===== src/rtl/nnrv_regfile_mp_pkg.sv =====
// Shared defaults and FSM encoding for the nnrv multi-port register file.
package nnrv_regfile_mp_pkg;

  localparam int DEF_XLEN    = 32;
  localparam int DEF_REG_NUM = 32;

  typedef enum logic {
    NNRV_RF_CLEAR = 1'b0,
    NNRV_RF_RUN   = 1'b1
  } rf_state_t;

endpackage


===== src/rtl/nnrv_regfile_wsel.sv =====
// Write-port priority resolver for one address: highest-indexed committing port wins.
// Combinational; drops out-of-range addresses and, with ZERO_REG, address 0.
module nnrv_regfile_wsel #(
  parameter int XLEN     = 32,
  parameter int REG_NUM  = 32,
  parameter int AW       = 5,
  parameter int NWR      = 1,
  parameter int ZERO_REG = 1
) (
  input  logic [NWR-1:0]      wr_en,
  input  logic [NWR*AW-1:0]   wr_addr,
  input  logic [NWR*XLEN-1:0] wr_data,
  input  logic [AW-1:0]       addr,
  output logic                hit,
  output logic [XLEN-1:0]     data
);

  localparam logic [AW:0] REG_LIM = (AW+1)'(REG_NUM);

  logic addr_ok;

  assign addr_ok = ({1'b0, addr} < REG_LIM) && !((ZERO_REG != 0) && (addr == '0));

  always_comb begin
    hit  = 1'b0;
    data = '0;
    // Ascending scan so a later (higher) port overrides an earlier match.
    for (int w = 0; w < NWR; w++) begin
      if (wr_en[w] && addr_ok && (wr_addr[w*AW +: AW] == addr)) begin
        hit  = 1'b1;
        data = wr_data[w*XLEN +: XLEN];
      end
    end
  end

endmodule


===== src/rtl/nnrv_regfile_mp.sv =====
// Multi-port register file with registered reads, write-first bypass and post-reset clear.
// Read latency 1 cycle; o_ready low while the clear sequencer runs (writes dropped, reads 0).
module nnrv_regfile_mp
  import nnrv_regfile_mp_pkg::*;
#(
  parameter int XLEN     = DEF_XLEN,
  parameter int REG_NUM  = DEF_REG_NUM,
  parameter int AW       = 5,
  parameter int NRD      = 2,
  parameter int NWR      = 1,
  parameter int ZERO_REG = 1
) (
  input  logic                i_clk,
  input  logic                i_rst_n,
  input  logic                i_clr,
  input  logic [NRD-1:0]      i_rd_en,
  input  logic [NRD*AW-1:0]   i_rd_addr,
  input  logic [NWR-1:0]      i_wr_en,
  input  logic [NWR*AW-1:0]   i_wr_addr,
  input  logic [NWR*XLEN-1:0] i_wr_data,
  output logic [NRD*XLEN-1:0] o_rd_data,
  output logic                o_ready
);

  localparam logic [AW:0]   REG_LIM  = (AW+1)'(REG_NUM);
  localparam logic [AW-1:0] LAST_IDX = AW'(REG_NUM - 1);

  rf_state_t            state_q, state_d;
  logic [AW-1:0]        clr_idx_q, clr_idx_d;
  logic                 run;
  logic [NWR-1:0]       wr_commit;
  logic [XLEN-1:0]      mem [REG_NUM];
  logic [REG_NUM-1:0]   ent_hit;
  logic [XLEN-1:0]      ent_val [REG_NUM];
  logic [NRD-1:0]       byp_hit;
  logic [NRD*XLEN-1:0]  byp_data;
  logic [NRD*XLEN-1:0]  rd_next;
  logic [NRD*XLEN-1:0]  rd_q;

  always_ff @(posedge i_clk or negedge i_rst_n) begin
    if (!i_rst_n) begin
      state_q   <= NNRV_RF_CLEAR;
      clr_idx_q <= '0;
    end else begin
      state_q   <= state_d;
      clr_idx_q <= clr_idx_d;
    end
  end

  always_comb begin
    state_d   = state_q;
    clr_idx_d = clr_idx_q;
    case (state_q)
      NNRV_RF_CLEAR: begin
        if (clr_idx_q == LAST_IDX) begin
          state_d   = NNRV_RF_RUN;
          clr_idx_d = '0;
        end else begin
          clr_idx_d = clr_idx_q + 1'b1;
        end
      end
      NNRV_RF_RUN: begin
        if (i_clr) begin
          state_d   = NNRV_RF_CLEAR;
          clr_idx_d = '0;
        end
      end
      default: begin
        state_d   = NNRV_RF_CLEAR;
        clr_idx_d = '0;
      end
    endcase
  end

  assign run     = (state_q == NNRV_RF_RUN);
  assign o_ready = run;
  // The edge that accepts a clear request performs no writes, so bypass must not see them either.
  assign wr_commit = i_wr_en & {NWR{run & ~i_clr}};

  for (genvar r = 0; r < REG_NUM; r++) begin : g_ent
    nnrv_regfile_wsel #(
      .XLEN(XLEN), .REG_NUM(REG_NUM), .AW(AW), .NWR(NWR), .ZERO_REG(ZERO_REG)
    ) u_wsel (
      .wr_en   (wr_commit),
      .wr_addr (i_wr_addr),
      .wr_data (i_wr_data),
      .addr    (AW'(r)),
      .hit     (ent_hit[r]),
      .data    (ent_val[r])
    );
  end

  for (genvar p = 0; p < NRD; p++) begin : g_byp
    nnrv_regfile_wsel #(
      .XLEN(XLEN), .REG_NUM(REG_NUM), .AW(AW), .NWR(NWR), .ZERO_REG(ZERO_REG)
    ) u_wsel (
      .wr_en   (wr_commit),
      .wr_addr (i_wr_addr),
      .wr_data (i_wr_data),
      .addr    (i_rd_addr[p*AW +: AW]),
      .hit     (byp_hit[p]),
      .data    (byp_data[p*XLEN +: XLEN])
    );
  end

  // Storage has no reset; the clear sequencer is what initialises it.
  always_ff @(posedge i_clk) begin
    if (!run) begin
      mem[clr_idx_q] <= '0;
    end else begin
      for (int r = 0; r < REG_NUM; r++) begin
        if (ent_hit[r]) mem[r] <= ent_val[r];
      end
    end
  end

  always_comb begin
    rd_next = '0;
    for (int p = 0; p < NRD; p++) begin
      if (i_rd_en[p] && ({1'b0, i_rd_addr[p*AW +: AW]} < REG_LIM) &&
          !((ZERO_REG != 0) && (i_rd_addr[p*AW +: AW] == '0))) begin
        if (byp_hit[p]) rd_next[p*XLEN +: XLEN] = byp_data[p*XLEN +: XLEN];
        else            rd_next[p*XLEN +: XLEN] = mem[i_rd_addr[p*AW +: AW]];
      end
    end
  end

  always_ff @(posedge i_clk or negedge i_rst_n) begin
    if (!i_rst_n)  rd_q <= '0;
    else if (!run) rd_q <= '0;
    else           rd_q <= rd_next;
  end

  assign o_rd_data = rd_q;

endmodule


===== config.mk =====
export PLATFORM = sky130hd
export DESIGN_NAME = nnrv_regfile_mp
export DESIGN_NICKNAME = d
export VERILOG_FILES = /design/src/rtl/nnrv_regfile_mp_pkg.sv /design/src/rtl/nnrv_regfile_wsel.sv /design/src/rtl/nnrv_regfile_mp.sv
export SDC_FILE = /design/constraint.sdc
export NUM_CORES = 2
export LEC_CHECK = 0
export CORE_ASPECT_RATIO = 2
export CORE_UTILIZATION = 35
export CTS_BUF_LIST = sky130_fd_sc_hd__clkbuf_4
export CTS_CLUSTER_SIZE = 8
export DETAILED_ROUTE_END_ITERATION = 10
export PLACE_DENSITY = 0.59
export SLEW_MARGIN = 10
export SYNTH_ARGS = -nofsm -noshare
export SYNTH_HDL_FRONTEND = slang
export SYNTH_SLANG_ARGS = --single-unit

===== constraint.sdc =====
create_clock -name i_clk -period 5.5 [get_ports i_clk]
set_input_delay 1.375 -clock i_clk [delete_from_list [all_inputs] [get_ports i_clk]]
set_output_delay 1.375 -clock i_clk [all_outputs]
set_load 0.05 [all_outputs]

# [After elaboration in Yosys (flattened, before gate mapping)]
# Memory sizes are Yosys's and may differ from the RTL's.
# Cells that the tools add are included.
[word_totals] regBits=70 mem_bits_rw=1024 input_bits=53 output_inout_bits=65 mem_count=1
[mem_list] memory="mem" words=32 width=32 rd=2 rd_ports_with_merged_regs=0 wr=1 line_no="nnrv_regfile_mp.sv:32" rtl="logic [XLEN-1:0] mem [REG_NUM];"
[classes] add_sub_neg=1 eq_ne=35 mux=264 n_bitwise=4 reduce_logical=72
[op_table] operator="32-bit 2-to-1 mux" n=68
[op_table] operator="32-bit OR reduction" n=31
[op_table] operator="5-bit 2-to-1 mux" n=33
[op_table] operator="1-bit 2-to-1 mux" n=160
[op_table] operator="5-bit equality test (second input constant)" n=17
[op_table] operator="64-bit 2-to-1 mux" n=1
[op_table] operator="5-bit by 4-bit equality test with 1-bit output (second input constant)" n=8
[op_table] operator="1-bit logical AND" n=37
[op_table] operator="5-bit by 3-bit equality test with 1-bit output (second input constant)" n=4
[op_table] operator="5-bit by 2-bit equality test with 1-bit output (second input constant)" n=2
[op_table] operator="5-bit equality test" n=2
[op_table] operator="5-bit logical NOT" n=2
[op_table] operator="5-bit one-hot mux with 2 select lines" n=1
[op_table] operator="5-bit by 1-bit adder with 5-bit output (second input constant)" n=1
[op_table] operator="5-bit by 1-bit equality test with 1-bit output (second input constant)" n=1
[op_table] operator="1-bit bitwise AND" n=2
[op_table] operator="1-bit logical NOT" n=2
[op_table] operator="2-bit inequality test (second input constant)" n=1
[op_table] operator="1-bit NOT" n=2
[op_table] operator="1-bit one-hot mux with 2 select lines" n=1

# [Depth between registers and ports, before layout]
[logic_depth] word_depth=40 mapped_depth=9

# [By module]
# Synthesis repeated with hierarchy kept, for this count alone.
[hier_totals] hier_cells=5794 area_unflattened_um2=75328.5
[by_module_without_submodules] module="nnrv_regfile_mp" n_inst=1 cells_each=4060 area_per_inst_um2=58227.1 seq_area_each_um2=32501.2
[by_module_without_submodules] module="nnrv_regfile_wsel" n_inst=34 cells_each=51 area_per_inst_um2=503.0 seq_area_each_um2=0.0

# [Worst setup path after synthesis]
# No wires, ideal clock.
[synth_timing] path_type="input port to flip-flop" from="input i_wr_addr[3]" to="memory mem[14][0] (enable)" setup_ps=433 arrival_time_ps=3961 t_required_ps=5067 setup_slack_ps=1106 path_stages=5 path_buffers=3 path_cell_list="clkbuf_1 clkbuf_1 nand2_1 clkbuf_1 o22ai_1"
[synth_via] elab_chain_cells=38 word_cells_on_any_way=279 classes_between="31 x eq/ne; 186 x mux; 62 x reduce/logical"
[synth_lines] element="start, declared" line_no="nnrv_regfile_mp.sv:19" rtl="input logic [NWR*AW-1:0] i_wr_addr,"
[synth_lines] element="5-bit by 1-bit equality test with 1-bit output" line_no="nnrv_regfile_wsel.sv:29" rtl="if (wr_en[w] && addr_ok && (wr_addr[w*AW +: AW] == addr)) begin"
[synth_lines] element="1-bit logical AND" line_no="nnrv_regfile_wsel.sv:29"
[synth_lines] element="1-bit 2-to-1 mux" line_no="nnrv_regfile_wsel.sv:29"
[synth_lines] element="1-bit 2-to-1 mux" line_no="nnrv_regfile_mp.sv:112" rtl="if (ent_hit[r]) mem[r] <= ent_val[r];"
[synth_lines] element="1-bit 2-to-1 mux" line_no="nnrv_regfile_mp.sv:108" rtl="if (!run) begin"
[synth_lines] element="1-bit 2-to-1 mux (implied by the code)" line_no="nnrv_regfile_mp.sv:112"
[synth_lines] element="32-bit OR reduction (no line)"
[synth_lines] element="5-bit 2-to-1 mux (no line) or 1-bit 2-to-1 mux (tied branches) (31 in series)"
[synth_lines] element="end, declared" line_no="nnrv_regfile_mp.sv:32"
# Parallel ways exist; a longest one is shown, timed or not.

# [Worst setup path after layout]
[layout_timing] from="register rd_q[33] (netlist: o_rd_data[33])" to="output o_rd_data[33]"
[layout_rtl] element="start, declared" line_no="nnrv_regfile_mp.sv:38" rtl="logic [NRD*XLEN-1:0] rd_q;"
[layout_rtl] element="start signal, assigned" line_no="nnrv_regfile_mp.sv:131" rtl="else rd_q <= rd_next;"
[layout_rtl] element="end, declared" line_no="nnrv_regfile_mp.sv:21" rtl="output logic [NRD*XLEN-1:0] o_rd_data,"
# No word-level cell between the ends.

==> results.yml <==
routing:
  drt_iter0_markers: 4276
  drc: 0
  postRouteAntennaNets: 0
  drt_first_pass_iters: 6
  wl_per_cell_um: 35.4
  finalWirelength_um: 226000
  num_vias: 38700
  avgViaCountPerCell: 6.06
timing:
  setup_ws_ns: 1.44
  min_period_ns: 4.06
  fin_crit_sh: 0.738
  tns_ns: 0
  hold_viol_final: 0
  skew_ns: 0.114
  worstMarginPinSlew_ns: 1.37
  maxSlewViolCount: 0
  finalSetupViolCount: 0
  rsz0062_at_grt: "no"
  clock.fmax_ghz: 0.246
  relSlewSlack: 0.0826
synth:
  synth_area_per_cell_um2: 14.2
  synthFlopType: "edfxtp_1"
  synth_nets: 3989
  synth-seq-cells: 1062
  yosysTopAreaCell: "edfxtp_1"
  postSynth.asyncResetShare: 0.0659
  yosys-top-cells-area: "edfxtp_1 (53%), mux4_2 (16%), and2_1 (11%)"
  syn-cell-area_um2: 56000
  yosysMostFrequentCell: "edfxtp_1"
  synth.top_cell.area_share: 0.532
  yosysUniqueCellTypes: 71
  synthCells: 3931
  ys.warnings.count: 0
  yosysSeqAreaShare: 0.563
  synth_edf_count: 992
  yosys-top-cells-count: "edfxtp_1 (992), and2_1 (965), mux4_2 (400)"
status:
  status: "finished, final reports clean"
critical_path:
  arrival_ns: 2.69
  end_kind: "output pin"
  crit_fanout: 2
  crit_buf_inv: 1
  worstSetupPathType: "reg -> out"
  cp_slowest_cell: "clkdlybuf4s50_1"
  start_kind: "flop"
  required_ns: 4.12
  path_cells: "clkdlybuf4s50_1"
  path_delay_family: "buffers and inverters"
  max_stage_delay_ns: 0.88
clock_network:
  cts.path.max_buffers: 4
  cts_made_buffers: 239
  cts_root_buffer: "clkbuf_4"
  clock-sinks: 1062
  cts-resized-gates: 0
  clk_pin_slew_ns: 0.09
  htree_levels: 4
  insertion_delay_ns: 1.23
  postCtsHoldBufs: 0
  cts_tree: "yes"
  cts_setup_buffers: 0
layout:
  nFillCells: 14600
  layout-drive-gt1-share: 0.282
  multi_input_area_um2: 23200
  syn2layout_area_growth_pct: 13.4
  final_cells: 6377
  stdcell_area_um2: 63500
  fin_nets: 4141
  seq_area_um2: 31500
grt:
  grt_usage: 0.277
  grt_max_degree: 81
  grt_first_pass_wirelength_um: 310000
  grt_antenna_before_repair: 17
  grt_pass1_vias: 39500
  grt_overflow: 0
die:
  core-area_um2: 159000
  die_height_um: 568
  die_x_um: 285
  row_count: 207
  initial_core_util: 0.353
  ios: 118
  fp.dieArea_um2: 162000
place:
  port_buffers: 117
  place_congestion: 0.936
  dp.cells: 5932
  post_dp_cell_area_um2: 60500
  dpl.hpwl_um: 149000
  place_ws_ns: 0.996
hold_path:
  hp-class: "in -> async"
run:
  drv_cap: 0
power:
  p_leak_nw: 23.3
  powerDensity_nw_per_um2: 295
  fin_total_pwr_w: 0.0187
  vdd_drop_max_v: 0.000162
-- cell usage in the layout (no fill, tap or decap), types with 17 or more instances in the layout --
master             n
edfxtp_1         992
nand3_1           17
o22ai_4           23
buf_12            26
dfrtp_1           70
mux2i_1           55
and2_1           965
a21oi_1           70
a222oi_1          18
mux4_2           400
a22o_1            23
a221o_1           24
nand2_1           84
mux2_2           121
o22ai_1           48
nor2_4            23
clkdlybuf4s50_1  103
o22a_1            30
clkinv_2          28
clkbuf_4         324
clkinv_1          74
o21ai_0           70
buf_4            196
nor2_1            92
a22oi_1           44
nor3_1            78
a221oi_1          70
-- kinds of logic after synthesis --
family / after synthesis / synth area share
adders and majority gates: 5 / 0.00112
xor gates and xnor gates: 11 / 0.00172
and+or+nand+nor: 1346 / 0.140
DFF: 1062 / 0.563
buffers and inverters: 435 / 0.0344
muxes: 576 / 0.195
AOI/OAI and AO/OA: 496 / 0.0640
-- layer usage --
metal | vias up | part of all wire | global-route usage
li1 | 15500 | - | -
met1 | 19800 | 0.32 | 0.293
met2 | 2518 | 0.51 | 0.483
met3 | 856 | 0.086 | 0.0539
met4 | 16 | 0.086 | 0.208
met5 | - | 0.00050 | 0
-- final cells by class --
type / instances / area share
sequential: 1062 / 0.497
multi-input combinational: 2434 / 0.365
timing repair buffer: 336 / 0.0491
tap: 2090 / 0.0412
clock buffer: 324 / 0.0383
clock inverter: 107 / 0.00824
inverter: 10 / 0.000591
antenna: 14 / 0.000552
-- final timing paths --
path                                 end     startpoint  cells past startpoint  slack (ns)
min                        o_rd_data[27]        i_rst_n                      1        0.22
min in group i_clk          clr_idx_q[1]   clr_idx_q[1]                      1        0.59
max in group asynchronous  o_rd_data[30]        i_rst_n                      2        4.18
min reg2reg                 clr_idx_q[1]   clr_idx_q[1]                      1        0.59
max                        o_rd_data[33]  o_rd_data[33]                      1        1.44
max reg2reg                    mem[8][3]        o_ready                      6        2.32
-- flip-flops by register name (all words and copies together) (netlist names) --
name / cells
o_ready: 1
o_rd_data: 64
clr_idx_q: 5
mem: 992
-- stage by stage --
step                      hold slack (ns)   util
after global routing                0.278  0.400
after CTS                           0.198  0.400
after global placement              0.574  0.381
final                               0.224  0.400
after floorplan                     0.537      -
after detailed placement            0.584  0.381
-- where the power goes --
part	leakage [nW]	switching, W	internal [W]	total (W)
clock network	1.76	0.00341	0.00289	0.00630
logic	9.77	0.00207	0.000872	0.00294
registers	11.7	0.000220	0.00927	0.00949
total	23.3	0.00570	0.0130	0.0187
No activity file was read; power rests on OpenSTA's default activity.
